### src/rtl/axi_channel_arbiter.sv
// Four-input round-robin packet arbiter merging s00/s01/s20/s21 write streams onto one registered output.
// Optional macro ARB_CHANNEL_ID_EN adds m00_axi_rid carrying the owner index of each output beat.
module axi_channel_arbiter #(
    parameter int DATA_WIDTH = 128,
    parameter int MAX_BEATS  = 256
) (
    input  logic                  clock,
    input  logic                  reset,
    input  logic [DATA_WIDTH-1:0] s00_axi_wdata,
    input  logic                  s00_axi_wvalid,
    input  logic                  s00_axi_wlast,
    output logic                  s00_axi_wready,
    input  logic [DATA_WIDTH-1:0] s01_axi_wdata,
    input  logic                  s01_axi_wvalid,
    input  logic                  s01_axi_wlast,
    output logic                  s01_axi_wready,
    input  logic [DATA_WIDTH-1:0] s20_axi_wdata,
    input  logic                  s20_axi_wvalid,
    input  logic                  s20_axi_wlast,
    output logic                  s20_axi_wready,
    input  logic [DATA_WIDTH-1:0] s21_axi_wdata,
    input  logic                  s21_axi_wvalid,
    input  logic                  s21_axi_wlast,
    output logic                  s21_axi_wready,
    output logic [DATA_WIDTH-1:0] m00_axi_rdata,
    output logic                  m00_axi_rvalid,
    output logic                  m00_axi_rlast,
    input  logic                  m00_axi_rready,
`ifdef ARB_CHANNEL_ID_EN
    output logic [1:0]            m00_axi_rid,
`endif
    output logic [3:0]            grant
);

    typedef enum logic {
        IDLE  = 1'b0,
        BURST = 1'b1
    } state_t;

    state_t                r_state;
    state_t                w_nextState;
    logic [1:0]            r_owner;
    logic [1:0]            r_ptr;
    logic [15:0]           r_count;
    logic [DATA_WIDTH-1:0] r_rdata;
    logic                  r_rvalid;
    logic                  r_rlast;
`ifdef ARB_CHANNEL_ID_EN
    logic [1:0]            r_rid;
`endif

    logic [3:0]            w_valid;
    logic [3:0]            w_last;
    logic [3:0]            w_rot;
    logic [3:0]            w_wready;
    logic [1:0]            w_offset;
    logic [1:0]            w_pick;
    logic                  w_found;
    logic [DATA_WIDTH-1:0] w_ownerData;
    logic                  w_ownerValid;
    logic                  w_ownerLast;
    logic                  w_outReady;
    logic                  w_accept;
    logic                  w_countMax;
    logic                  w_release;

    assign w_valid = {s21_axi_wvalid, s20_axi_wvalid, s01_axi_wvalid, s00_axi_wvalid};
    assign w_last  = {s21_axi_wlast, s20_axi_wlast, s01_axi_wlast, s00_axi_wlast};

    // Rotate requests so bit 0 is the channel at the pointer; lowest set bit wins.
    always_comb begin
        w_rot = w_valid;
        case (r_ptr)
            2'd0:    w_rot = w_valid;
            2'd1:    w_rot = {w_valid[0], w_valid[3:1]};
            2'd2:    w_rot = {w_valid[1:0], w_valid[3:2]};
            default: w_rot = {w_valid[2:0], w_valid[3]};
        endcase
    end

    always_comb begin
        w_offset = 2'd0;
        if (w_rot[0])      w_offset = 2'd0;
        else if (w_rot[1]) w_offset = 2'd1;
        else if (w_rot[2]) w_offset = 2'd2;
        else if (w_rot[3]) w_offset = 2'd3;
    end

    assign w_found = |w_rot;
    assign w_pick  = r_ptr + w_offset;

    always_comb begin
        w_ownerData = s00_axi_wdata;
        case (r_owner)
            2'd0:    w_ownerData = s00_axi_wdata;
            2'd1:    w_ownerData = s01_axi_wdata;
            2'd2:    w_ownerData = s20_axi_wdata;
            default: w_ownerData = s21_axi_wdata;
        endcase
    end

    assign w_ownerValid = w_valid[r_owner];
    assign w_ownerLast  = w_last[r_owner];
    assign w_outReady   = !r_rvalid || m00_axi_rready;
    assign w_accept     = (r_state == BURST) && w_ownerValid && w_outReady;
    // Beat number MAX_BEATS ends the grant even without wlast.
    assign w_countMax   = (r_count == 16'(MAX_BEATS - 1));
    assign w_release    = w_ownerLast || w_countMax;

    always_comb begin
        w_wready = 4'b0000;
        if (r_state == BURST) begin
            w_wready[r_owner] = w_outReady;
        end
    end

    assign s00_axi_wready = w_wready[0];
    assign s01_axi_wready = w_wready[1];
    assign s20_axi_wready = w_wready[2];
    assign s21_axi_wready = w_wready[3];

    always_comb begin
        grant = 4'b0000;
        if (r_state == BURST) begin
            grant = 4'b0001 << r_owner;
        end
    end

    always_comb begin
        w_nextState = r_state;
        case (r_state)
            IDLE:    if (w_found) w_nextState = BURST;
            BURST:   if (w_accept && w_release) w_nextState = IDLE;
            default: w_nextState = IDLE;
        endcase
    end

    always_ff @(posedge clock) begin
        if (reset) begin
            r_state <= IDLE;
        end else begin
            r_state <= w_nextState;
        end
    end

    always_ff @(posedge clock) begin
        if (reset) begin
            r_owner <= 2'd0;
            r_ptr   <= 2'd0;
            r_count <= 16'd0;
        end else begin
            if (r_state == IDLE && w_found) begin
                r_owner <= w_pick;
                r_count <= 16'd0;
            end
            if (w_accept) begin
                if (w_release) begin
                    r_count <= 16'd0;
                    r_ptr   <= r_owner + 2'd1;
                end else begin
                    r_count <= r_count + 16'd1;
                end
            end
        end
    end

    // Single-entry output register; holds its beat while downstream stalls.
    always_ff @(posedge clock) begin
        if (reset) begin
            r_rdata  <= '0;
            r_rvalid <= 1'b0;
            r_rlast  <= 1'b0;
`ifdef ARB_CHANNEL_ID_EN
            r_rid    <= 2'd0;
`endif
        end else if (w_accept) begin
            r_rdata  <= w_ownerData;
            r_rvalid <= 1'b1;
            r_rlast  <= w_release;
`ifdef ARB_CHANNEL_ID_EN
            r_rid    <= r_owner;
`endif
        end else if (m00_axi_rready) begin
            r_rvalid <= 1'b0;
        end
    end

    assign m00_axi_rdata  = r_rdata;
    assign m00_axi_rvalid = r_rvalid;
    assign m00_axi_rlast  = r_rlast;
`ifdef ARB_CHANNEL_ID_EN
    assign m00_axi_rid    = r_rid;
`endif

endmodule

### config.mk
export PLATFORM = sky130hd
export DESIGN_NAME = axi_channel_arbiter
export DESIGN_NICKNAME = d
export VERILOG_FILES = /design/src/rtl/axi_channel_arbiter.sv
export SDC_FILE = /design/constraint.sdc
export NUM_CORES = 1
export LEC_CHECK = 0
export BUFFER_PORTS_ARGS = -buffer_cell sky130_fd_sc_hd__buf_4
export CORE_AREA = 2 2 256 258
export CTS_CLUSTER_SIZE = 10
export DETAILED_ROUTE_END_ITERATION = 7
export DIE_AREA = 0 0 258 260
export SLEW_MARGIN = 10
export SYNTH_ARGS = -nofsm -noshare
export SYNTH_HDL_FRONTEND = slang
export SYNTH_SLANG_ARGS = --single-unit
### constraint.sdc
create_clock -name clock -period 4 [get_ports clock]
set_input_delay 0.2 -clock clock [delete_from_list [all_inputs] [get_ports clock]]
set_output_delay 0.2 -clock clock [all_outputs]
set_load 0.01 [all_outputs]
**Word-level counts from Yosys, hierarchy flattened**

Index checks and enable logic that the tools add are counted.

- Register bits: 151
- Output and inout bits: 138

- Add/subtract/negate cells: 3
- $lt $le $gt $ge: 2
- Eq/ne operators: 5
- Shifts and indexed selects: 1
- Mux-type cells: 22
- Bitwise operators: 2
- Reduce and logical (&&, ||, !) cells: 14

Operators with widths:

| kind | number |
|---|---|
| $pmux 128 s3 | 1 |
| $mux 16 | 3 |
| $add 16x1->16 const B | 1 |
| $eq 16x8->1 const B | 1 |
| $pmux 4 s3 | 1 |
| $mux 2 | 4 |
| $mux 4 | 2 |
| $mux 1 | 7 |
| $logic_and 1x1->1 | 5 |
| $and 4x4->4 | 1 |
| $bmux 1 s2 | 2 |
| $eq 2x1->1 const B | 2 |
| $eq 2x2->1 const B | 2 |
| $logic_not 2->1 | 2 |
| $reduce_bool 2->1 | 2 |
| $reduce_or 4->1 | 1 |
| $shl 1x2->4 const A | 1 |
| $lt 2x3->1 const B | 1 |
| $add 2x1->2 const B | 1 |
| $add 2x2->2 | 1 |
| $demux 1 s2 | 1 |
| $ge 2x1->1 const B | 1 |
| $logic_or 1x1->1 | 2 |
| $pmux 1 s2 | 1 |
| 3 further kinds | 3 |

**Longest topological paths before layout**

- Word-level depth: 7
- Mapped depth: 9
- Gate-level depth less buffers: 9

**Least setup slack after synthesis**

No wires, ideal clock.

- Path kind: reg2reg
- Start point: register r_owner[0]
- End point: register r_rdata[76], in the netlist m00_axi_rdata[76]
- Setup time: 0.071 ns
- Arrival time: 1.981 ns
- Data required time: 3.929 ns
- Path slack: 1.948 ns
- Stages on the path, launching flop included: 10
- Path buffers: 4
- Clock period less this slack: 2.052 ns
- Path through: dfxtp_1 -> ha_1 -> buf_2 -> clkbuf_1 -> clkbuf_1 -> clkbuf_1 -> nand2_1 -> o21ai_0 -> nand2_1 -> a21oi_1

- Longest elaborated chain between the ends: 4
- Elaborated cells on any way between the ends: 8

RTL lines:

| what | line | text |
|---|---|---|
| start: declaration | 42 | `logic [1:0] r_owner;` |
| start signal: assignment | 153 | `r_owner <= w_pick;` |
| $bmux 1 s2 | 102 | `assign w_ownerValid = w_valid[r_owner];` |
| $mux 1 (implied by the code) | 102 |  |
| $logic_and 1x1->1 (2 in series) | 105 | `assign w_accept = (r_state == BURST) && w_ownerValid && w_outReady;` |
| end signal: assignment | 177 | `r_rdata <= w_ownerData;` |
| end: declaration | 45 | `logic [DATA_WIDTH-1:0] r_rdata;` |

Several ways; a longest one is shown, not always the timed one. The select of a mux whose other input is x is not followed.
A chain may end at the register's enable or synchronous reset.

**Worst setup path in the final report**

- Start point: register r_owner[0]
- End point: register r_rdata[9], in the netlist m00_axi_rdata[9]

The elaborated chain is that of the path after synthesis.

==> results.sh <==
export IMPL_drive_gt1_frac=0.407
export IMPL_rsz0062_at_grt="no"
export IMPL_ys_flop_type="dfxtp_1"
export IMPL_pin_count=661
export IMPL_end_kind="flip-flop"
export IMPL_nNetsFinal=2278
export IMPL_hp_class="in -> reg"
export IMPL_slowest_stage="ha_4"
export IMPL_yosys_top_cells_area="dfxtp_1 (36%), nand2_1 (18%), a222oi_1 (15%), a21oi_1 (8.4%), o21ai_0 (7.9%)"
export IMPL_cts_setup_buffers=0
export IMPL_avgSynthCellArea_um2=7.16
export IMPL_pre_cts_slack_ps=1340
export IMPL_synth_top_family_by_area="compound AO/OA/AOI/OAI gates"
export IMPL_vias=11317
export IMPL_worstSetupPathType="reg -> reg"
export IMPL_cts_tree="done"
export IMPL_p_per_area_nw_per_um2=357
export IMPL_fp_dieArea_um2=67100
export IMPL_required_ps=4390
export IMPL_cts_root_buf="clkbuf_16"
export IMPL_muxShareOfSynthArea=0.0118
export IMPL_clkLatencyLatePin_ps=480
export IMPL_core_um2=64100
export IMPL_netlist_area_um2=8410
export IMPL_synth_nets=1704
export IMPL_clk_pin_slew_worst_paths_ps=70
export IMPL_startpoint_type="flip-flop"
export IMPL_synth_largest_area_cell="dfxtp_1"
export IMPL_numCtsBuffers=17
export IMPL_grt_overflow=0
export IMPL_grt_first_pass_wirelength_mm=66.3
export IMPL_synthArstFlopShare=0
export IMPL_irDropWorstVdd_mv=0.309
export IMPL_fin_ws_ps=1360
export IMPL_numClockSinks=151
export IMPL_crit_path_max_fanout=75
export IMPL_gp_congestion=0.842
export IMPL_ys_ff_latch=151
export IMPL_wire_per_inst_um=17.9
export IMPL_max_slew_margin_rel=0.316
export IMPL_final_antenna_net_count=0
export IMPL_ctsHoldBuffers=0
export IMPL_drv_cap=0
export IMPL_initial_core_util=0.131
export IMPL_arrival_ps=3030
export IMPL_clockBufferDepth=2
export IMPL_period_share=0.660
export IMPL_skew_ps=15.5
export IMPL_viasPerCell=4.32
export IMPL_gr_usage_all_layers=0.133
export IMPL_wirelength_mm=47.0
export IMPL_critical_path_max_stage_delay_ps=820
export IMPL_path_cells="inv_1, ha_4, buf_4, a222oi_1, o21ai_0, nand2_1, a21oi_1"
export IMPL_fin_setup_tns_ps=0
export IMPL_synth_compound_area_frac=0.338
export IMPL_post_route_drc_count=8
export IMPL_synth_simple_gate_area_frac=0.219
export IMPL_grt_pass1_vias=10672
export IMPL_yosysSeqAreaShare=0.359
export IMPL_ctsResizeCount=0
export IMPL_synth_top_area_share=0.359
export IMPL_violations="DRC"
export IMPL_area_growth_pct=76.7
export IMPL_io_buffer_count=660
export IMPL_tightestPinTransition_ps=1030
export IMPL_placed_cell_area_um2=14200
export IMPL_layout_min_cycle_time_ps=2640
export IMPL_max_freq_mhz=379
export IMPL_first_pass_iters=8
export IMPL_status="finished, violations left"
export IMPL_grt_max_degree=130
export IMPL_yosys_area_share_adder=0.0104
export IMPL_dieWidth_um=258
export IMPL_rows=93
export IMPL_p_leak_uw=0.00608
export IMPL_synthTopCellsByCount="nand2_1 (395), dfxtp_1 (151), a21oi_1 (142)"
export IMPL_htreeDepth=4
export IMPL_setup_viol=0
export IMPL_synth_edf_count=0
export IMPL_hold_viol=0
export IMPL_synth_distinct_cells=43
export IMPL_drv_slew=0
export IMPL_die_h_um=260
export IMPL_cp_top_family="adder cells"
export IMPL_critPathBufInv=2
export IMPL_fillCellCount=7211
export IMPL_hpwl_mm=35.9
export IMPL_synth_most_common_cell="nand2_1"
export IMPL_final_area_um2=14900
export IMPL_ys_warn_count=0
export IMPL_synth_xor_area_share=0.00312
export IMPL_drt_iter0_drc=1157
export IMPL_syn_inst=1174
export IMPL_antenna_found_initial=11
## cell usage in the layout (no fill, tap or decap), types with 4 or more instances in the layout
cell type / synthesis / routed
o21ai_0: 133 / 133
nor3_1: 7 / 7
and2_1: 5 / 5
inv_6: 0 / 5
buf_12: 0 / 7
nand2b_1: 5 / 5
a31oi_1: 10 / 10
nand3_1: 7 / 7
ha_4: 0 / 4
clkbuf_16: 0 / 17
bufinv_16: 0 / 4
dfxtp_1: 151 / 151
nor2_1: 16 / 16
mux2i_1: 5 / 5
a21oi_1: 142 / 142
and3_1: 5 / 5
nand2_1: 395 / 395
a222oi_1: 128 / 128
buf_4: 0 / 667
## cell families after synthesis
logic type / after synthesis
AOI/OAI and AO/OA: 428
xor gates and xnor gates: 3
adders and majority gates: 7
buffers and inverters: 123
DFF: 151
muxes: 7
and+or+nand+nor: 455
## metrics by stage
step | cells | util | hold slack (ps) | total power [uW]
2_1_floorplan | 1174 | - | 431 | 2580
3_3_place_gp | 2584 | 0.222 | 439 | 3530
3_5_place_dp | 2584 | 0.222 | 444 | 3530
4_1_cts | 2615 | 0.232 | 44.2 | 5430
5_1_grt | 2617 | 0.232 | 79.6 | 5650
6_report | 2618 | 0.232 | 105 | 5310
## sequential cells by signal (all words and copies together) (netlist names)
| register | cells |
|---|---|
| m00_axi_rvalid | 1 |
| r_owner | 2 |
| m00_axi_rdata | 128 |
| r_count | 16 |
| r_state | 1 |
| m00_axi_rlast | 1 |
| r_ptr | 2 |
## worst min-delay path: cells and delay by family
kind | cells | cell delay [ps]
compound gates | 2 | 180
simple gates | 2 | 90
buf+inv | 1 | 80
## final timing paths
check               startpoint           endpoint  slack (ps)  cells after the start
max                 r_owner[0]   m00_axi_rdata[9]        1360                      7
min          s21_axi_wdata[24]  m00_axi_rdata[24]         100                      5
max reg2reg         r_owner[0]   m00_axi_rdata[9]        1360                      7
min reg2reg  m00_axi_rdata[96]  m00_axi_rdata[96]         450                      2
## metal layers
layer / up-vias / part of all wire / global-route usage
li1: 5475 / - / -
met1: 5241 / 0.40 / 0.155
met2: 531 / 0.46 / 0.210
met3: 60 / 0.11 / 0.0612
met4: 10 / 0.027 / 0.0519
met5: - / 0.0014 / 0
## report_power, final
part           switching (uW)  total (uW)  internal [uW]
clock network             763        1830           1070
logic                     919        1770            851
registers                82.8        1710           1630
total                    1770        5310           3550
## layout make-up
type | instances | area (um2) | share of cell area
Antenna cell | 3 | 7.51 | 0.000505
Tap cell | 855 | 1070 | 0.0720
Clock buffer | 18 | 439 | 0.0296
Inverter | 3 | 11.3 | 0.000758
Clock inverter | 13 | 193 | 0.0130
Timing Repair Buffer | 675 | 5160 | 0.347
Multi-Input combinational cell | 900 | 4960 | 0.334
Sequential cell | 151 | 3020 | 0.203
Note: power is estimated with default switching activity, not from simulation.
